**src/rtl/counter_ud_cmd_seq.sv**
```systemverilog
// rtl/counter_ud_cmd_seq.sv - command FIFO and sequencer driving an up/down counter's load/direction inputs
module counter_ud_cmd_seq #(
  parameter int WIDTH = 4,
  parameter int LEN_W = 8,
  parameter int DEPTH = 4
) (
  input  logic                     clk,
  input  logic                     rstn,
  input  logic                     cmd_valid,
  output logic                     cmd_ready,
  input  logic [1:0]               cmd_op,
  input  logic [WIDTH-1:0]         cmd_data,
  input  logic [LEN_W-1:0]         cmd_len,
  output logic [WIDTH-1:0]         load,
  output logic                     load_en,
  output logic                     down,
  output logic                     busy,
  output logic                     cmd_done,
  output logic                     cmd_err,
  output logic [$clog2(DEPTH):0]   fifo_level
);

  localparam int PW = $clog2(DEPTH);
  localparam int LW = PW + 1;
  localparam int EW = 2 + WIDTH + LEN_W;

  localparam logic [1:0] OP_LOAD = 2'b00;
  localparam logic [1:0] OP_DOWN = 2'b10;
  localparam logic [1:0] OP_RSVD = 2'b11;

  typedef enum logic {IDLE, EXEC} state_t;

  state_t            state;
  logic [EW-1:0]     mem [DEPTH];
  logic [PW-1:0]     wr_ptr;
  logic [PW-1:0]     rd_ptr;
  logic [LEN_W-1:0]  remaining;
  logic              full;
  logic              empty;
  logic              accept;
  logic              push;
  logic              pop;
  logic              exec_nxt;
  logic [LW-1:0]     level_nxt;
  logic [1:0]        head_op;
  logic [WIDTH-1:0]  head_data;
  logic [LEN_W-1:0]  head_len;

  assign full      = (fifo_level == LW'(DEPTH));
  assign empty     = (fifo_level == '0);
  assign cmd_ready = !full;
  assign accept    = cmd_valid && !full;
  // Reserved ops complete the handshake but never occupy a FIFO slot.
  assign push      = accept && (cmd_op != OP_RSVD);
  assign pop       = (state == IDLE) && !empty;

  assign {head_op, head_data, head_len} = mem[rd_ptr];

  always_comb begin
    level_nxt = fifo_level;
    if (push && !pop)
      level_nxt = fifo_level + 1'b1;
    else if (pop && !push)
      level_nxt = fifo_level - 1'b1;
  end

  assign exec_nxt = (state == IDLE) ? pop : (remaining != '0);

  always_ff @(posedge clk) begin
    if (push)
      mem[wr_ptr] <= {cmd_op, cmd_data, cmd_len};
  end

  always_ff @(posedge clk or negedge rstn) begin
    if (!rstn) begin
      state      <= IDLE;
      wr_ptr     <= '0;
      rd_ptr     <= '0;
      fifo_level <= '0;
      remaining  <= '0;
      load       <= '0;
      load_en    <= 1'b0;
      down       <= 1'b0;
      busy       <= 1'b0;
      cmd_done   <= 1'b0;
      cmd_err    <= 1'b0;
    end else begin
      wr_ptr     <= wr_ptr + PW'(push);
      rd_ptr     <= rd_ptr + PW'(pop);
      fifo_level <= level_nxt;
      cmd_err    <= accept && (cmd_op == OP_RSVD);
      busy       <= exec_nxt || (level_nxt != '0);
      case (state)
        IDLE: begin
          load_en  <= 1'b0;
          cmd_done <= 1'b0;
          if (pop) begin
            state <= EXEC;
            if (head_op == OP_LOAD) begin
              load      <= head_data;
              load_en   <= 1'b1;
              cmd_done  <= 1'b1;
              remaining <= '0;
            end else if (head_len == '0) begin
              cmd_done  <= 1'b1;
              remaining <= '0;
            end else begin
              // remaining holds the active cycles still to come after this one.
              down      <= (head_op == OP_DOWN);
              remaining <= head_len - 1'b1;
              cmd_done  <= (head_len == LEN_W'(1));
            end
          end
        end
        EXEC: begin
          if (remaining == '0) begin
            state    <= IDLE;
            load_en  <= 1'b0;
            cmd_done <= 1'b0;
          end else begin
            remaining <= remaining - 1'b1;
            cmd_done  <= (remaining == LEN_W'(1));
          end
        end
        default: state <= IDLE;
      endcase
    end
  end

endmodule
```
**config.mk**
```make
export PLATFORM = sky130hd
export DESIGN_NAME = counter_ud_cmd_seq
export DESIGN_NICKNAME = d
export VERILOG_FILES = /design/src/rtl/counter_ud_cmd_seq.sv
export SDC_FILE = /design/constraint.sdc
export NUM_CORES = 1
export LEC_CHECK = 0
export ABC_AREA = 1
export CAP_MARGIN = 10
export CORE_MARGIN = 3
export CORE_UTILIZATION = 30
export CTS_CLUSTER_DIAMETER = 120
export DETAILED_ROUTE_END_ITERATION = 16
export PLACE_DENSITY = 0.45
export SLEW_MARGIN = 20
export SYNTH_ARGS = -nofsm -noshare
export SYNTH_HDL_FRONTEND = slang
export SYNTH_SLANG_ARGS = --single-unit
```
**constraint.sdc**
```tcl
create_clock -name clk -period 3.3 [get_ports clk]
set_input_delay 0.495 -clock clk [delete_from_list [all_inputs] [get_ports clk]]
set_output_delay 0.495 -clock clk [all_outputs]
set_load 0.01 [all_outputs]
```
==> results.txt <==
----------------------------------------------------
[STA]
  Maximum operating frequency ... 462 MHz
  Normalized max-slew margin ... 66.7%
  Setup repair after global routing missed its margin ... false
  Worst Slack Setup Final ... 1140 ps
  Endpoints failing setup ... 0
  Worst-Margin Slew ... 499 ps
  Final hold violations ... 0
  Final Hold Slack ... 493 ps
  Setup TNS ... 0 ps
  Post-Route Skew ... 8.27 ps
  Post-layout minimum cycle time ... 2160 ps
  Max-slew violation count ... 0
  Final period utilization ... 65.6%

[Worst hold path]
  Startpoint of the lowest-slack hold path ... load[2]
  Cells on Worst Hold Path ... 1
  Type of the worst min-delay path ... reg2reg
  Endpoint of the worst hold path ... load[2]

[Logic synthesis]
  Most numerous cell in the Yosys netlist ... sky130_fd_sc_hd__nand2_1
  Number of synthesized flops with an enable pin ... 56
  Biggest area consumer among synthesized cells ... sky130_fd_sc_hd__edfxtp_1
  Synth Net Count ... 378
  Proportion of netlist area held by the largest area contributor ... 44.4%
  Average footprint of a synthesized cell ... 10.8 sq um
  Combinational family with the most area after synthesis ... simple AND/OR/NAND/NOR gates
  Adder-Cell Fraction of Synth Area ... 3.31%
  Synthesized-area fraction occupied by ao, oa, aoi and oai cells ... 5.92%
  Area contributors post-synth ... sky130_fd_sc_hd__edfxtp_1 44%, sky130_fd_sc_hd__dfrtp_1 17%, sky130_fd_sc_hd__nand2_1 7.4%
  Number of warnings printed during yosys synthesis ... 0
  Post-synthesis cell type count ... 32
  Fraction of registers with async set or reset after synthesis ... 30.9%
  Part of the Yosys area used for sequential elements ... 61.0%
  Xor/xnor cell area share of the yosys netlist ... 1.62%
  Post-synth top cells ... 75 x sky130_fd_sc_hd__nand2_1, 56 x sky130_fd_sc_hd__edfxtp_1, 40 x sky130_fd_sc_hd__nor2_1, 25 x sky130_fd_sc_hd__dfrtp_1
  Number of synthesized register bits ... 81
  Top flip-flop cell by instance count after synthesis ... sky130_fd_sc_hd__edfxtp_1
  Mapped cell area ... 3780 sq um
  Mux cell area share after synthesis ... 1.19%
  Instance count of the mapped netlist ... 351
  Synthesized-area fraction occupied by and/or/nand/nor cells ... 21.8%

[Pwr]
  Net Sw Frac ... 38.0%
  Part of the power in the clock network ... 24.3%
  Leakage power figure ... 1.81 nW
  Cell area power density ... 892 nW/um^2
  Power spent charging and discharging nets ... 1.55 mW
  Cell-internal power ... 2.52 mW
  Comb power frac ... 39.2%
  Fraction of power consumed by sequential logic ... 36.5%
  Worst IR drop on VDD ... 301 uV

[Placed design]
  Count of buffers from port buffering ... 29
  Detailed placer's ending HPWL ... 5100 um
  Placer's final routability congestion estimate ... 0.738
  Worst setup slack before clock tree synthesis ... 996 ps
  Cell area reported after detailed placement ... 4270 sq um

[Setup path]
  Category of the most critical setup path ... reg2out
  CP bufs+invs ... 2
  Top Family by Delay on Critical Path ... buffers and inverters
  Slowest cell on the critical path ... sky130_fd_sc_hd__clkdlybuf4s50_1
  Slowest stage delay, CP ... 530 ps
  Critical path required time ... 2800 ps
  Crit Reg-Reg Startpoint ... fifo_level[0]
  Arrival time at the worst endpoint ... 1670 ps
  Critical path launch point type ... flip-flop
  Number of cells traversed by the worst register-to-register path ... 8
  Element type at the critical path end ... output port
  Highest net fanout along the worst path ... 4
  Worst reg-to-reg setup slack ... 1280 ps
  RR Endpoint ... mem[2][7]
  List of cells traversed by the critical path ... inv_1 -> ha_1 -> nand2_1 -> clkdlybuf4s50_1

[Detailed routing]
  Drt drc ... 0
  Total wire length after detailed routing ... 7730 um
  DR vias/cell ... 4.36
  Detailed-route wire length per cell ... 13.8 um
  Via count of the routed design ... 2452
  Drt first-iter violations ... 179
  Routed Antenna Nets ... 0
  Detailed-routing iteration count for the pre-antenna-repair pass ... 5

[Global route]
  Total GRT Usage ... 11.3%
  Vias in the first global route ... 2341
  Pin count of the biggest net entering global routing ... 30
  Global-route wire length before repair ... 12200 um
  GRT overflow ... 0
  Initial antenna violation count ... 0

[Clock network]
  Setup Fix Bufs, Post-CTS ... 0
  Max clock buf depth ... 2
  PostCTS Resize Cnt ... 0
  Number of clock sinks seen by CTS ... 81
  Number of buffers inserted during clock tree synthesis ... 9
  CTS tree ... built
  Clock root buffer ... sky130_fd_sc_hd__clkbuf_16
  Clock latency on the worst-skew pair ... 330 ps
  Count of H-tree levels built during CTS ... 3
  Hold bufs inserted after CTS ... 0
  Clock transition time at the flip-flop clock pins of the worst setup and hold paths ... 60 ps

[Floorplanning]
  Die W ... 118 um
  Row count ... 40
  Effective utilization at floorplan ... 31.1%
  Count of pins on the block boundary ... 30
  Die Area ... 14000 sq um
  Core area ... 12200 sq um
  Die boundary height ... 118 um

[Final layout]
  Area added between synthesis and finish ... 20.6%
  Fraction of layout cells with a size suffix above 1 ... 18.0%
  Post-layout nets ... 416
  Number of filler cells placed in the layout ... 1203
  Antenna Diode Count ... 0
  Summed area of non-filler cells in the final layout ... 4560 sq um

[Run status]
  Run status ... complete, no violations

[Job]
  Reported max-cap violation count ... 0

----------------------------------------------------
per-stage QoR:
step | total power [mW] | util (%) | cells
floorplan | 2.70 | - | 351
global placement | 3.12 | 35.1 | 546
detailed placement | 3.14 | 35.1 | 546
CTS | 4.13 | 37.5 | 562
global route | 4.41 | 37.5 | 562
finish | 4.07 | 37.5 | 562
cell type report:
type | instances | area [sq um] | area share (%)
clock buffer | 10 | 229 | 5.02
clock inverter | 6 | 67.6 | 1.48
inverter | 27 | 106 | 2.33
multi-input combinational | 234 | 1300 | 28.5
sequential | 81 | 2310 | 50.5
tap | 168 | 210 | 4.61
timing repair buffer | 36 | 343 | 7.51
layer usage:
metal / track usage [%] / share of wire, %
met5: 0 / 0
met4: 3.59 / 1.0
met3: 3.30 / 3.3
met2: 18.6 / 48
met1: 14.4 / 48
cell usage in the layout, fill, tap and decap left out, drive strengths merged:
cell,synthesis,routed
buf,9,7
nor3,5,5
nand4,1,1
xnor2,1,1
mux2,4,4
clkdlybuf4s50,0,29
dfrtp,25,25
o21ai,19,19
a21oi,11,11
ha,10,10
edfxtp,56,56
nor2,43,43
o21bai,1,1
nand3,31,31
clkbuf,0,10
or2,1,1
o22ai,4,4
clkinvlp,0,2
xor2,6,6
nand2,95,95
o211ai,1,1
inv,27,28
bufinv,0,1
o31ai,1,1
clkinv,0,2
power by group through the flow:
stage	logic, mW	registers [mW]	clock network [mW]
CTS	1.63	1.49	1.02
detailed placement	1.63	1.50	0
finish	1.60	1.48	0.990
floorplan	1.20	1.50	0
global route	1.83	1.51	1.07
global placement	1.62	1.50	0
registers in the layout, summed over array words and instances (netlist names), 2 cells and up:
register and cells:
wr_ptr 2, fifo_level 3, remaining 8, mem 56
load 4, rd_ptr 2
worst max-delay path by stage:
stage                  startpoint        end  slack (ps)  cells past startpoint
global placement        cmd_op[0]  mem[0][0]        1060                      5
finish              fifo_level[0]  cmd_ready        1140                      4
detailed placement      cmd_op[0]  mem[2][0]        1000                      5
global route        fifo_level[0]  cmd_ready        1050                      4
CTS                 fifo_level[0]  cmd_ready        1100                      4
floorplan           fifo_level[0]  mem[0][0]         680                      7
cell families (layout without fill, tap and decap cells):
family,count (synthesis),count (layout)
compound gates,37,37
xor+xnor,7,7
fa+ha+maj,10,10
buf+inv,36,79
flops,81,81
mux,4,4
simple gates,176,176
(Power assumes the default switching activity.)
